$ cat config.mk
export PLATFORM = sky130hd
export DESIGN_NAME = ti_s4_share_gen_flat
export DESIGN_NICKNAME = d
export VERILOG_FILES = /design/src/rtl/ti_s4_share_gen_if.sv /design/src/rtl/ti_s4_share_gen.sv /design/src/flat_wrapper.sv
export SDC_FILE = /design/constraint.sdc
export NUM_CORES = 1
export LEC_CHECK = 0
export ABC_CLOCK_PERIOD_IN_PS = 3200
export CORE_AREA = 2 2 68 70
export CTS_CLUSTER_SIZE = 25
export DETAILED_ROUTE_END_ITERATION = 7
export DIE_AREA = 0 0 70 72
export DONT_BUFFER_PORTS = 1
export PLACE_DENSITY = 0.72
export SLEW_MARGIN = 5
export SYNTH_ARGS = -nofsm -noshare
export SYNTH_HDL_FRONTEND = slang
export SYNTH_SLANG_ARGS = --single-unit
$ cat constraint.sdc
create_clock -name clk -period 3.2 [get_ports clk]
set_input_delay 0.48 -clock clk [delete_from_list [all_inputs] [get_ports clk]]
set_output_delay 0.48 -clock clk [all_outputs]
set_load 0.005 [all_outputs]
$ cat src/rtl/ti_s4_share_gen_if.sv
// Share-generator bus: seed control, unmasked nibble input handshake and
// 2-share output handshake toward the TI component-function stage.
interface ti_s4_share_gen_if;
    logic        seed_load;
    logic [15:0] seed;
    logic        in_valid;
    logic        in_ready;
    logic [3:0]  in_data;
    logic        out_valid;
    logic        out_ready;
    logic [7:0]  out_shares;
    logic        out_last;

    // Producer side: feeds nibbles and seeds, consumes shares.
    modport master (
        output seed_load, seed, in_valid, in_data, out_ready,
        input  in_ready, out_valid, out_shares, out_last
    );

    // Share generator side.
    modport slave (
        input  seed_load, seed, in_valid, in_data, out_ready,
        output in_ready, out_valid, out_shares, out_last
    );
endinterface

$ cat src/rtl/ti_s4_share_gen.sv
// 2-share Boolean masking of 4-bit nibbles. Share A is the low nibble of a
// 16-bit Fibonacci LFSR, share B is data ^ share A. One output register
// stage, block framing via out_last, and LFSR warm-up after reset/seeding.
module ti_s4_share_gen #(
    parameter logic [15:0] LFSR_SEED     = 16'hACE1,
    parameter int unsigned WARMUP_CYCLES = 8,
    parameter int unsigned BLOCK_LEN     = 16
) (
    input  logic               clk,
    input  logic               rst,
    ti_s4_share_gen_if.slave   bus
);

    typedef enum logic {
        ST_WARMUP,
        ST_RUN
    } state_e;

    localparam logic [7:0] WARM_INIT = 8'(WARMUP_CYCLES);
    localparam logic [7:0] LAST_IDX  = 8'(BLOCK_LEN - 1);

    state_e      state_q, state_d;
    logic [7:0]  wcnt_q, wcnt_d;
    logic [15:0] lfsr_q, lfsr_d;
    logic [7:0]  blk_q, blk_d;
    logic        valid_q, valid_d;
    logic [7:0]  shares_q, shares_d;
    logic        last_q, last_d;

    logic        run;
    logic        warm_adv;
    logic        in_ready;
    logic        accept;

    // Four single LFSR steps, x^16+x^14+x^13+x^11+1.
    function automatic logic [15:0] lfsr_step4(input logic [15:0] s);
        logic [15:0] r;
        r = s;
        for (int unsigned i = 0; i < 4; i++) begin
            r = {r[14:0], r[15] ^ r[13] ^ r[12] ^ r[10]};
        end
        return r;
    endfunction

    // A WARMUP state whose counter has reached zero already behaves as RUN,
    // so WARMUP_CYCLES=0 accepts in the first cycle without an LFSR advance.
    assign run      = (state_q == ST_RUN) || (wcnt_q == '0);
    assign warm_adv = (state_q == ST_WARMUP) && (wcnt_q != '0);
    assign in_ready = !rst && !bus.seed_load && run && (!valid_q || bus.out_ready);
    assign accept   = bus.in_valid && in_ready;

    assign bus.in_ready   = in_ready;
    assign bus.out_valid  = valid_q;
    assign bus.out_shares = shares_q;
    assign bus.out_last   = last_q;

    // Next-state: seed load first, then warm-up stepping, then accept/transfer.
    always_comb begin
        state_d  = state_q;
        wcnt_d   = wcnt_q;
        lfsr_d   = lfsr_q;
        blk_d    = blk_q;
        valid_d  = valid_q;
        shares_d = shares_q;
        last_d   = last_q;

        if (bus.seed_load) begin
            lfsr_d  = (bus.seed == '0) ? LFSR_SEED : bus.seed;
            state_d = ST_WARMUP;
            wcnt_d  = WARM_INIT;
            blk_d   = '0;
            valid_d = 1'b0;
        end else begin
            if (warm_adv) begin
                lfsr_d = lfsr_step4(lfsr_q);
                wcnt_d = wcnt_q - 8'd1;
            end
            if (run) begin
                state_d = ST_RUN;
            end
            if (accept) begin
                shares_d = {bus.in_data ^ lfsr_q[3:0], lfsr_q[3:0]};
                valid_d  = 1'b1;
                last_d   = (blk_q == LAST_IDX);
                blk_d    = (blk_q == LAST_IDX) ? '0 : blk_q + 8'd1;
                lfsr_d   = lfsr_step4(lfsr_q);
            end else if (bus.out_ready) begin
                valid_d = 1'b0;
            end
        end
    end

    // State and datapath registers.
    always_ff @(posedge clk or posedge rst) begin
        if (rst) begin
            state_q  <= ST_WARMUP;
            wcnt_q   <= WARM_INIT;
            lfsr_q   <= LFSR_SEED;
            blk_q    <= '0;
            valid_q  <= 1'b0;
            shares_q <= '0;
            last_q   <= 1'b0;
        end else begin
            state_q  <= state_d;
            wcnt_q   <= wcnt_d;
            lfsr_q   <= lfsr_d;
            blk_q    <= blk_d;
            valid_q  <= valid_d;
            shares_q <= shares_d;
            last_q   <= last_d;
        end
    end

endmodule

$ cat src/flat_wrapper.sv
// flat-port wrapper written by rule: the top's interface ports become plain ports
module ti_s4_share_gen_flat 
#(
    parameter logic [15:0] LFSR_SEED     = 16'hACE1,
    parameter int unsigned WARMUP_CYCLES = 8,
    parameter int unsigned BLOCK_LEN     = 16
)
  (clk, rst, bus_seed_load, bus_seed, bus_in_valid, bus_in_data, bus_out_ready, bus_in_ready, bus_out_valid, bus_out_shares, bus_out_last);
  ti_s4_share_gen_if bus_i ();
  input  logic clk;
  input  logic rst;
  input wire logic [$bits(bus_i.seed_load)-1:0] bus_seed_load;
  input wire logic [$bits(bus_i.seed)-1:0] bus_seed;
  input wire logic [$bits(bus_i.in_valid)-1:0] bus_in_valid;
  input wire logic [$bits(bus_i.in_data)-1:0] bus_in_data;
  input wire logic [$bits(bus_i.out_ready)-1:0] bus_out_ready;
  output wire logic [$bits(bus_i.in_ready)-1:0] bus_in_ready;
  output wire logic [$bits(bus_i.out_valid)-1:0] bus_out_valid;
  output wire logic [$bits(bus_i.out_shares)-1:0] bus_out_shares;
  output wire logic [$bits(bus_i.out_last)-1:0] bus_out_last;
  assign bus_i.seed_load = bus_seed_load;
  assign bus_i.seed = bus_seed;
  assign bus_i.in_valid = bus_in_valid;
  assign bus_i.in_data = bus_in_data;
  assign bus_i.out_ready = bus_out_ready;
  assign bus_in_ready = bus_i.in_ready;
  assign bus_out_valid = bus_i.out_valid;
  assign bus_out_shares = bus_i.out_shares;
  assign bus_out_last = bus_i.out_last;
  ti_s4_share_gen #(.LFSR_SEED(LFSR_SEED), .WARMUP_CYCLES(WARMUP_CYCLES), .BLOCK_LEN(BLOCK_LEN)) u_core (.clk(clk), .rst(rst), .bus(bus_i));
endmodule
### After elaboration in Yosys (flattened, before gate mapping)

Cells that the tools add are included.

* order comparisons: 0
* multipliers: 0
* div/mod/pow operators: 0
* shift-type cells: 0
* multiplexer cells: 14
* add/sub/neg operators: 2
* bitwise logic cells: 15
* equal/unequal tests: 1
* reduce and logical (&&, ||, !) cells: 19

Operator list (count)
* two-way mux 16 bit: 4
* two-way mux 8 bit: 5
* zero test 16 bit: 1
* XOR 1 bit: 12
* adder 8 x 1 -> 8 bit, second input constant: 1
* == test 8 x 4 -> 1 bit, second input constant: 1
* zero test 8 bit: 1
* nonzero test 8 bit: 1
* subtractor 8 x 1 -> 8 bit, second input constant: 1
* nonzero test 2 bit: 3
* nonzero test 3 bit: 2
* logical AND 1 bit: 5
* two-way mux 1 bit: 5
* XOR 4 bit: 1
* zero test 1 bit: 3
* logical OR 1 bit: 2
* NOT 1 bit: 2
* AND reduction 2 bit: 1

* bits in read-only memories: 0
* RAM bits: 0
* output and inout port bits: 11
* memories: 0
* bits in latches: 0
* input port bits: 25
* register bits after elaboration: 43
* logic and storage cells: 58

### Depth between registers and ports, before layout

Gate-level depths: netlist of run 1.

* depth after elaboration: 7
* depth in mapped cells: 7
* gate-level depth less buffers: 6

### Least setup slack after synthesis of run 1

No wires, ideal clock.

* path type: input to register
* from: input port rst
* to: register u_core.last_q, in the netlist u_core.bus.out_last
* buffers on the path: 0
* required time: 3.075 ns
* setup slack: 0.398 ns
* setup time: 0.125 ns
* arrival time: 2.677 ns
* stages on the path: 4
* cell sequence: inv_1 > nand3_1 > nor3_4 > mux2_2

* longest elaborated chain between the ends: 6

RTL lines
* start: declaration: RTL line flat_wrapper.sv:11 `input logic rst;`
* zero test 1 bit: RTL line ti_s4_share_gen.sv:49 `assign in_ready = !rst && !bus.seed_load && run && (!valid_q || bus.out_ready);`
* logical AND 1 bit (3 in series): RTL line ti_s4_share_gen.sv:49
* logical AND 1 bit: RTL line ti_s4_share_gen.sv:50 `assign accept = bus.in_valid && in_ready;`
* AND reduction 2 bit (no line)
* end signal: assignment: RTL line ti_s4_share_gen.sv:110 `last_q <= last_d;`
* end: declaration: RTL line ti_s4_share_gen.sv:28 `logic last_q, last_d;`

Every way passes these cells.
A chain may end at the register's enable or synchronous reset.

### Worst setup path after layout of run 1

* from: register u_core.wcnt_q[0]
* to: output port bus_in_ready

* longest elaborated chain between the ends: 4

RTL lines
* start: declaration: RTL line ti_s4_share_gen.sv:23 `logic [7:0] wcnt_q, wcnt_d;`
* start signal: assignment: RTL line ti_s4_share_gen.sv:105 `wcnt_q <= wcnt_d;`
* zero test 8 bit: RTL line ti_s4_share_gen.sv:47 `assign run = (state_q == ST_RUN) || (wcnt_q == '0);`
* logical OR 1 bit: RTL line ti_s4_share_gen.sv:47
* logical AND 1 bit (2 in series): RTL line ti_s4_share_gen.sv:49
* end: declaration: RTL line flat_wrapper.sv:17 `output wire logic [$bits(bus_i.in_ready)-1:0] bus_in_ready;`

Every way passes these cells.

==> flow_summary.ini, run 1 <==
[die]
die_h_microns = 72
ios = 36
core_area_sq_um = 4260
dieArea_sq_um = 5040
row_count = 24
floorplan.initialDensity_pct = 54.0
die_w_microns = 70

[synth]
synth.distinct_cells = 51
synth_seq_cells = 43
synth-simple-area-share_pct = 17.2
syn_inst = 218
yosysWarnings = 0
ys_seq_area_share_pct = 47.2
synth_top_family_by_area = simple AND/OR/NAND/NOR gates
synth_nets = 246
synth_fa_ha_area_share_pct = 1.63
synth-xor-area-share_pct = 7.61
synth_compound_area_share_pct = 15.0
syn_area_per_cell_sq_um = 10.6
synth_edf_count = 0
async_flop_share_pct = 100
muxShareOfSynthArea_pct = 7.88
ys.flop_type = dfrtp_1
syn-cell-area_sq_um = 2300

[critical_path]
crit_fanout = 15
cp-end-kind = output port
cp.arrival_ps = 1960
crit_type = flip-flop to output port
worstPathRequired_ps = 2720
start_kind = flip-flop

[timing]
tightest_slew_ps = 704
hold_viol = 0
rsz0062_at_grt = false
fin_worst_skew_ps = 8.93
maxSlewViolCount = 0
fin_setup_tns_ps = 0
min_period_ps = 2440
timing.final.ws_setup_ps = 761
slew_headroom_pct = 53.1
fmax_mhz = 410
finalCritPeriodShare_pct = 76.2
setup_violations = 0

[global_route]
antenna_found_initial = 0
grt_first_pass_wirelength_microns = 8370
grt_max_degree = 45
overflow = 0
grt_usage_pct = 21.2
grt_pass1_vias = 1711

[clocking]
clkLatencyLatePin_ps = 300
cts_setup_buffers = 0
cts_resized = 0
clockBufferDepth = 2
ctsHoldBuffers = 0
cts_tree = yes
h-tree-depth = 2
numCtsBuffers = 5
cts-root-buf = clkbuf_8
clk_pin_slew_ps = 90
clock_sinks = 43

[power_and_ir_drop]
power.density_cell_area_nw_per_um2 = 822
p_leak_uw = 0.000979
ir_drop_mv = 0.389

[layout]
layout.cells.most_common_list = dfrtp_1, nand4_1, o21ai_0
antenna_cells = 0
area_delta_synth_final_pct = 6.58
nets = 243
final_layout_size_suffix_gt1_share_pct = 18.5
final_common_cell = dfrtp_1

[drt]
antenna_left = 0
dr.pass1.iters = 4
wl_microns = 4910
vias = 1728
wire_per_inst_microns = 18.3
drc = 0
avgViaCountPerCell = 6.45
drtIter0Drc = 122

[worst_hold_path]
hold_path_class = input pin to async pin

[place]
dpl_worst_slack_ps = 953
post-dp-hpwl_microns = 3400
gp_congestion = 0.804
io_buffers = 0

[flow_run]
drv_cap = 0

[outcome]
status = finished clean
-- final timing paths --
path / from / endpoint / slack (ps) / depth (start not counted)
setup / recovery: u_core.wcnt_q[0]$_DFFE_PP0P_ / bus_in_ready / 760 / 5
min in group clk: bus_seed_load / u_core.blk_q[4]$_DFFE_PP0P_ / 230 / 1
setup reg to reg: u_core.wcnt_q[0]$_DFFE_PP0P_ / u_core.bus.out_last$_DFFE_PP0P_ / 930 / 6
hold reg to reg: u_core.lfsr_q[6]$_DFFE_PP1P_ / u_core.lfsr_q[6]$_DFFE_PP1P_ / 510 / 2
hold / removal: rst / u_core.wcnt_q[7]$_DFFE_PP0P_ / 200 / 2
max in group asynchronous: rst / u_core.lfsr_q[11]$_DFFE_PP1P_ / 2610 / 2
-- kinds of logic (layout without fill, tap and decap cells) --
group                      after synthesis  in the layout
AOI/OAI and AO/OA                       51             51
muxes                                   17             17
DFF                                     43             43
adders and majority gates                3              3
buffers and inverters                   20             18
xor gates and xnor gates                20             20
and+or+nand+nor                         64             64
-- Yosys cell counts (2+ instances only) --
master    number  area share (%)
xor2_1         6             2.3
nor2b_1        2            0.54
a21oi_1        3            0.65
inv_1          5            0.82
nand3_1        3            0.65
xnor2_1       14             5.3
a32o_1         2            0.87
nand4_1       18             4.9
clkbuf_1      10             1.6
and3_1         2            0.54
dfstp_2        9              10
nor3_1         2            0.43
mux2i_1        8             3.5
a21o_1         2            0.65
dfrtp_1       34              37
o22ai_1        8             2.2
nand2_1        5            0.82
nor2_1        12             2.0
or4_1          3            0.98
o21ai_0       17             3.7
mux2_2         9             4.4
a211oi_1       3            0.98
buf_2          2            0.43
nor4_1         7             1.9
ha_1           3             1.6
a311oi_1       2            0.76
o211ai_1       3            0.98
-- area by class of cell --
class                      count  area (sq um)
tap                           52          65.1
fill                         371          1810
inverter                       6          22.5
sequential                    43          1090
multi-input combinational    155          1140
clock buffer                   5          68.8
clock inverter                 3          43.8
timing repair buffer           4          30.0
-- per-layer routing --
| layer | vias up | wire (microns) | global-route usage [%] |
|---|---|---|---|
| met5 | - | 0 | 0 |
| met4 | 0 | 67 | 9.83 |
| met3 | 6 | 339 | 4.58 |
| met2 | 63 | 2420 | 34.3 |
| met1 | 841 | 2090 | 27.7 |
| li1 | 818 | - | - |
-- critical path, stage by stage (launching register included) --
cell and delay (ps):
dfrtp_1 400, inv_1 80, ha_1 140, nor3b_2 410, a21oi_2 290, nor4_1 330
-- metrics by stage --
| stage | cells | area (sq um) | power [uW] | hold slack, ps | util, % |
|---|---|---|---|---|---|
| floorplan | 218 | 2300 | 1440 | 460 | - |
| global placement | 260 | 2340 | 1580 | 489 | 54.9 |
| detailed placement | 260 | 2340 | 1600 | 495 | 54.9 |
| CTS | 268 | 2450 | 2040 | 223 | 57.5 |
| global route | 268 | 2450 | 2150 | 217 | 57.5 |
| finish | 268 | 2450 | 2020 | 201 | 57.5 |
-- flip-flops by register name, indices dropped and copies added (netlist names) --
signal	cells
u_core.wcnt_q	8
u_core.blk_q	8
u_core.bus.out_last	1
u_core.state_q	1
u_core.bus.out_shares	8
u_core.lfsr_q	16
u_core.bus.out_valid	1
-- where the power goes --
group,switching [uW],internal (uW),total [uW],leakage [uW]
Sequential,177,745,923,0.000537
Combinational,348,315,663,0.000384
Clock,199,232,431,0.0000581
(Power assumes the default switching activity.)
==> run 2: changes to the inputs <==
- ABC_CLOCK_PERIOD_IN_PS: 3200 -> 2130
- PLACE_DENSITY: 0.72 -> 0.75
- clock period: 3.2 -> 2.13 ns (I/O delays scaled with it)
==> flow_summary.ini, run 2 (synthesis results as in run 1) <==
[clocking]
clock_sinks = 43
cts-root-buf = clkbuf_8
numCtsBuffers = 5
h-tree-depth = 2
cts_tree = yes
clk_pin_slew_ps = 90
clockBufferDepth = 2
clkLatencyLatePin_ps = 300

[global_route]
overflow = 0
grt_usage_pct = 20.3
grt_pass1_vias = 1737
grt_first_pass_wirelength_microns = 8160
antenna_found_initial = 0
grt_max_degree = 35

[drt]
avgViaCountPerCell = 6.43
drc = 0
wl_microns = 4740
drtIter0Drc = 82
antenna_left = 0
vias = 1775
dr.pass1.iters = 4
wire_per_inst_microns = 17.2

[die]
dieArea_sq_um = 5040
die_w_microns = 70
floorplan.initialDensity_pct = 54.0
die_h_microns = 72
ios = 36
row_count = 24
core_area_sq_um = 4260

[critical_path]
rrSetupSlack_ps = 130
start_kind = flip-flop
r2r_start = u_core.wcnt_q[0]$_DFFE_PP0P_
cp.arrival_ps = 1740
ff2ff_path_depth = 7
worstPathRequired_ps = 1810
cp-end-kind = output port
rr_endpoint = u_core.blk_q[0]$_DFFE_PP0P_
crit_fanout = 6
crit_type = flip-flop to output port

[worst_hold_path]
worstHoldEndpoint = u_core.blk_q[3]$_DFFE_PP0P_
min_from = bus_seed_load
hold_path_class = input pin to flip-flop
min_path_cells = 1

[flow_run]
drv_cap = 0

[power_and_ir_drop]
ir_drop_mv = 0.563
p_leak_uw = 0.00100
power.density_cell_area_nw_per_um2 = 1190

[timing]
setup_violations = 0
min_period_ps = 2050
slew_headroom_pct = 64.5
maxSlewViolCount = 0
fmax_mhz = 487
hold_slack_ps = 80.2
timing.final.ws_setup_ps = 75.5
fin_worst_skew_ps = 7.55
finalCritPeriodShare_pct = 96.5
tightest_slew_ps = 519
fin_setup_tns_ps = 0
hold_viol = 0
rsz0062_at_grt = true

[layout]
area_delta_synth_final_pct = 10.3
nets = 251
top_register = u_core.lfsr_q
final_common_cell = dfrtp_1
antenna_cells = 0
layout.cells.most_common_list = dfrtp_1, nand4_1, o21ai_0
fillers = 359
final_layout_size_suffix_gt1_share_pct = 22.3
largest_register_ffs = 16

[place]
post-dp-hpwl_microns = 3290
gp_congestion = 0.858
dpl_worst_slack_ps = 84.1
io_buffers = 0

[outcome]
status = finished clean
## run 2: layer usage
metal / global-route usage (%) / share of wire [%] / vias to the layer above
li1: - / - / 837
met1: 27.1 / 45 / 868
met2: 32.6 / 48 / 61
met3: 5.42 / 5.2 / 9
met4: 6.41 / 1.5 / 0
met5: 0 / 0 / -
## run 2: area by class of cell
class                   instances  area [sq um]  share of cell area [%]
multi-input cells             155          1160                    45.8
flip-flops and latches         43          1090                    42.8
repair buffers                 12           105                    4.14
clock buffers                   5          68.8                    2.71
well taps                      52          65.1                    2.56
inverters                       6          26.3                    1.03
clock inverters                 3          23.8                   0.936
## run 2: worst max-delay path: stages, from the launching register on
cell and delay, ps:
dfrtp_1 410, inv_1 90, ha_1 160, nor3b_4 320, a21oi_2 140, buf_4 180
nor4_4 140
## run 2: how the worst max path moves through the flow
stage               slack, ps                      endpoint                         start
global placement          130   u_core.blk_q[0]$_DFFE_PP0P_  u_core.wcnt_q[0]$_DFFE_PP0P_
detailed placement         80   u_core.blk_q[0]$_DFFE_PP0P_  u_core.wcnt_q[0]$_DFFE_PP0P_
global route              -80                  bus_in_ready  u_core.wcnt_q[0]$_DFFE_PP0P_
CTS                         6                  bus_in_ready  u_core.wcnt_q[0]$_DFFE_PP0P_
finish                     80                  bus_in_ready  u_core.wcnt_q[0]$_DFFE_PP0P_
floorplan                  10  u_core.lfsr_q[1]$_DFFE_PP0P_                           rst
## run 2: per-stage QoR
| stage | utilization, % | instance area, sq um | cells | total power [uW] |
|---|---|---|---|---|
| floorplan | - | 2310 | 218 | 2160 |
| global placement | 56.3 | 2400 | 266 | 2410 |
| detailed placement | 56.3 | 2400 | 266 | 2430 |
| CTS | 59.0 | 2520 | 275 | 3000 |
| global route | 59.5 | 2540 | 276 | 3230 |
| finish | 59.5 | 2540 | 276 | 3010 |
## run 2: timing repair
| action | in CTS | in global routing |
|---|---|---|
| pin swaps | 0 | 1 |
| hold buffers | 1 | 0 |
| resized for setup | 2 | 2 |
| endpoints found under the hold margin | 13 | 0 |
| setup buffers | 0 | 1 |
| endpoints found under the setup margin | 1 | 3 |
## run 2: power breakdown
part	switching, uW	internal, uW
clock	298	234
sequential	274	1120
combinational	536	551
total	1110	1900
==> RTL edit, RTL diff (flow settings as in run 2) <==
`shares_q` no longer has a reset.
--- a/src/rtl/ti_s4_share_gen.sv
+++ b/src/rtl/ti_s4_share_gen.sv
@@ -100,3 +100,2 @@
             valid_q  <= 1'b0;
-            shares_q <= '0;
             last_q   <= 1'b0;
@@ -108,3 +107,2 @@
             valid_q  <= valid_d;
-            shares_q <= shares_d;
             last_q   <= last_d;
@@ -113,2 +111,6 @@
 
+    always_ff @(posedge clk) begin
+        shares_q <= shares_d;
+    end
+
 endmodule
Check against the original RTL: differs if rst is asserted again (counterexample within 10 cycles, from zero or initial values and one cycle with rst high); with rst held inactive, the same outputs for 10 cycles.
==> RTL edit against run 2 <==
  * Design area down 5.4%
  * Worst setup slack worse by 0.0049 ns
  * Routed wire length down 0.61%
  * Power down 5.8%
  * Cell count down 4.7%
  * Sequential power down 4%
  * Sequential cell count unchanged
  * Synthesized area down 2.4%
  * Sequential share of layout area up 4.1 points
==> RTL edit: results (changes against run 2) <==
Status
  – Status: completed

Critical path
  – Worst path max stage delay: 0.39 ns (-0.02 ns)
  – WP data arrival: 1.74 ns (about the same)
  – CP Max Fanout: 11 (+5)
  – CP max-delay cell: dfrtp_1
  – CP top delay family: flip-flops

Place
  – Gpl congestion: 0.8277 (-3.5%)
  – Worst slack, placed: -0.02990 ns (-0.1140 ns)
  – Post-placement cell count: 254 (-4.5%)
  – IO buf count: 0 (unchanged)
  – Post-detail-place hpwl: 3207 µm (-2.4%)
  – Placed cell area: 2283 µm² (-4.9%)

Cells and area
  – Number of flip-flops in the largest register: 16 (unchanged)
  – Fill cells: 397 (+11%)
  – Ant diodes: 0 (unchanged)
  – Biggest register: u_core.lfsr_q
  – Fraction of layout cells with a size suffix above 1: 0.1848 (-0.03838)
  – Non-Filler Instances: 263 (-4.7%)

Clocking
  – Clock latency on the worst-skew pair: 0.30 ns (about the same)
  – Root Driver: clkbuf_8
  – Maximum clock path buffer count: 2 (unchanged)
  – CTS HTree Levels: 2 (unchanged)
  – Clock-pin slew on the worst setup and hold paths: 0.08 ns
  – CTS buffer count: 5 (unchanged)

Synth
  – Syn avg cell area: 10.70 µm² (+1.3%)
  – Synth warn: 0 (unchanged)
  – Commonest cells in the netlist: 26 x dfrtp_1, 20 x o21ai_0, 17 x nand4_1, 12 x xnor2_1, 11 x nor2_1
  – Synthesized Nets: 238 (-3.3%)
  – Top_reg_cell synth: dfrtp_1
  – Post-synth EDFFs: 8 (+8)
  – Synth async-reset ratio: 0.8140 (-0.1860)
  – Sequential share of the synthesized area: 0.5017 (+0.02939)
  – Area contributors post-synth: dfrtp_1 29%, edfxtp_1 11%, dfstp_2 11%
  – Count of cell types in the netlist: 51 (unchanged)

GRT
  – First-pass GRT wire length: 8211 µm (+0.60%)
  – Initial antenna violation count: 0 (unchanged)
  – Total track usage: 0.2050 (+0.002158)
  – Largest net degree at the start of global routing: 37 (+5.7%)
  – Vias in the first global route: 1702 (-2.0%)

Routing
  – Iter 0 DRT Violations: 94 (+15%)
  – Drt pass-1 iters: 4 (unchanged)
  – Final WL: 4711 µm (-0.61%)
  – DR vias/cell: 6.293 (-2.2%)

STA
  – Fin Clk Skew: 0.01283 ns (+0.005270 ns)
  – Worst rel slew slack: 0.6069 (-0.03809)

Min path
  – Worst Hold Class: in -> async

Power
  – VDD IR max: 0.0006588 V (+17%)
  – Leak Pwr: 0.9118 nW (-9.1%)
## RTL edit: changes by cell type in the layout (fill, tap and decap cells not counted), moves of 2 or more
cell / delta
dfrtp_1: -8
edfxtp_1: +8
mux2_2: -6
buf_4: -4
o21ai_0: +3
a21o_1: -2
inv_2: +2
nor2_1: -2
or3_1: +2
or4_1: -2
xnor2_1: -2
## RTL edit: where the power goes
| part | total, W | internal [W] | switching (W) | leakage (nW) |
|---|---|---|---|---|
| sequential | 0.00133 | 0.00111 | 0.000214 | 0.507 |
| combinational | 0.000982 | 0.000474 | 0.000508 | 0.364 |
| clock | 0.000530 | 0.000234 | 0.000296 | 0.0408 |
| total | 0.00284 | 0.00182 | 0.00102 | 0.912 |
## RTL edit: area by class of cell
class / count / share of cell area
Timing Repair Buffer: 7 / 0.02344
Inverter: 8 / 0.01406
Clock buffer: 5 / 0.02865
Clock inverter: 3 / 0.009896
Sequential cell: 43 / 0.4693
Multi-Input combinational cell: 145 / 0.4276
Tap cell: 52 / 0.02708
## RTL edit: path summary, 6_finish.rpt
check	from	endpoint	slack, ns	cells past startpoint
worst max-delay path	u_core.wcnt_q[0]$_DFFE_PP0P_	bus_in_ready	0.07	7
worst min-delay path	rst	u_core.wcnt_q[0]$_DFFE_PP0P_	0.03	2
worst max register to register	u_core.wcnt_q[0]$_DFFE_PP0P_	u_core.bus.out_shares[7]$_DFFE_PP_	0.18	7
worst min register to register	u_core.lfsr_q[5]$_DFFE_PP1P_	u_core.lfsr_q[5]$_DFFE_PP1P_	0.50	2
max in group asynchronous	rst	u_core.lfsr_q[6]$_DFFE_PP1P_	1.74	2
min in group clk	bus_seed_load	u_core.wcnt_q[5]$_DFFE_PP0P_	0.07	1
## RTL edit: what timing repair did
action | CTS | global route
setup endpoints to repair | 6 | 26
setup buffers | 1 | 0
gates resized for setup | 1 | 5
pin swaps | 0 | 1
## RTL edit: cell families after synthesis
kind of cell | share of synthesized area
buffers and inverters | 0.04788
adder cells (fa/ha/maj) | 0.01671
AO/OA/AOI/OAI | 0.1448
XOR/XNOR | 0.07016
multiplexers | 0.05067
flip-flops | 0.5017
AND/OR/NAND/NOR | 0.1682
## RTL edit: metrics by stage
stage          utilization  hold slack (ns)
6_report            0.5634          0.02799
5_1_grt             0.5634          0.05402
4_1_cts             0.5604          0.03953
3_5_place_dp        0.5355           0.3721
3_3_place_gp        0.5355           0.3738
2_1_floorplan            -           0.2726
## RTL edit: routing by layer
metal	part of all wire	vias up	global-route usage	routed length [µm]
li1	-	795	-	-
met1	0.44	805	0.2652	2054
met2	0.49	48	0.3354	2326
met3	0.055	7	0.05833	260
met4	0.015	0	0.06838	70
met5	0	-	0	0
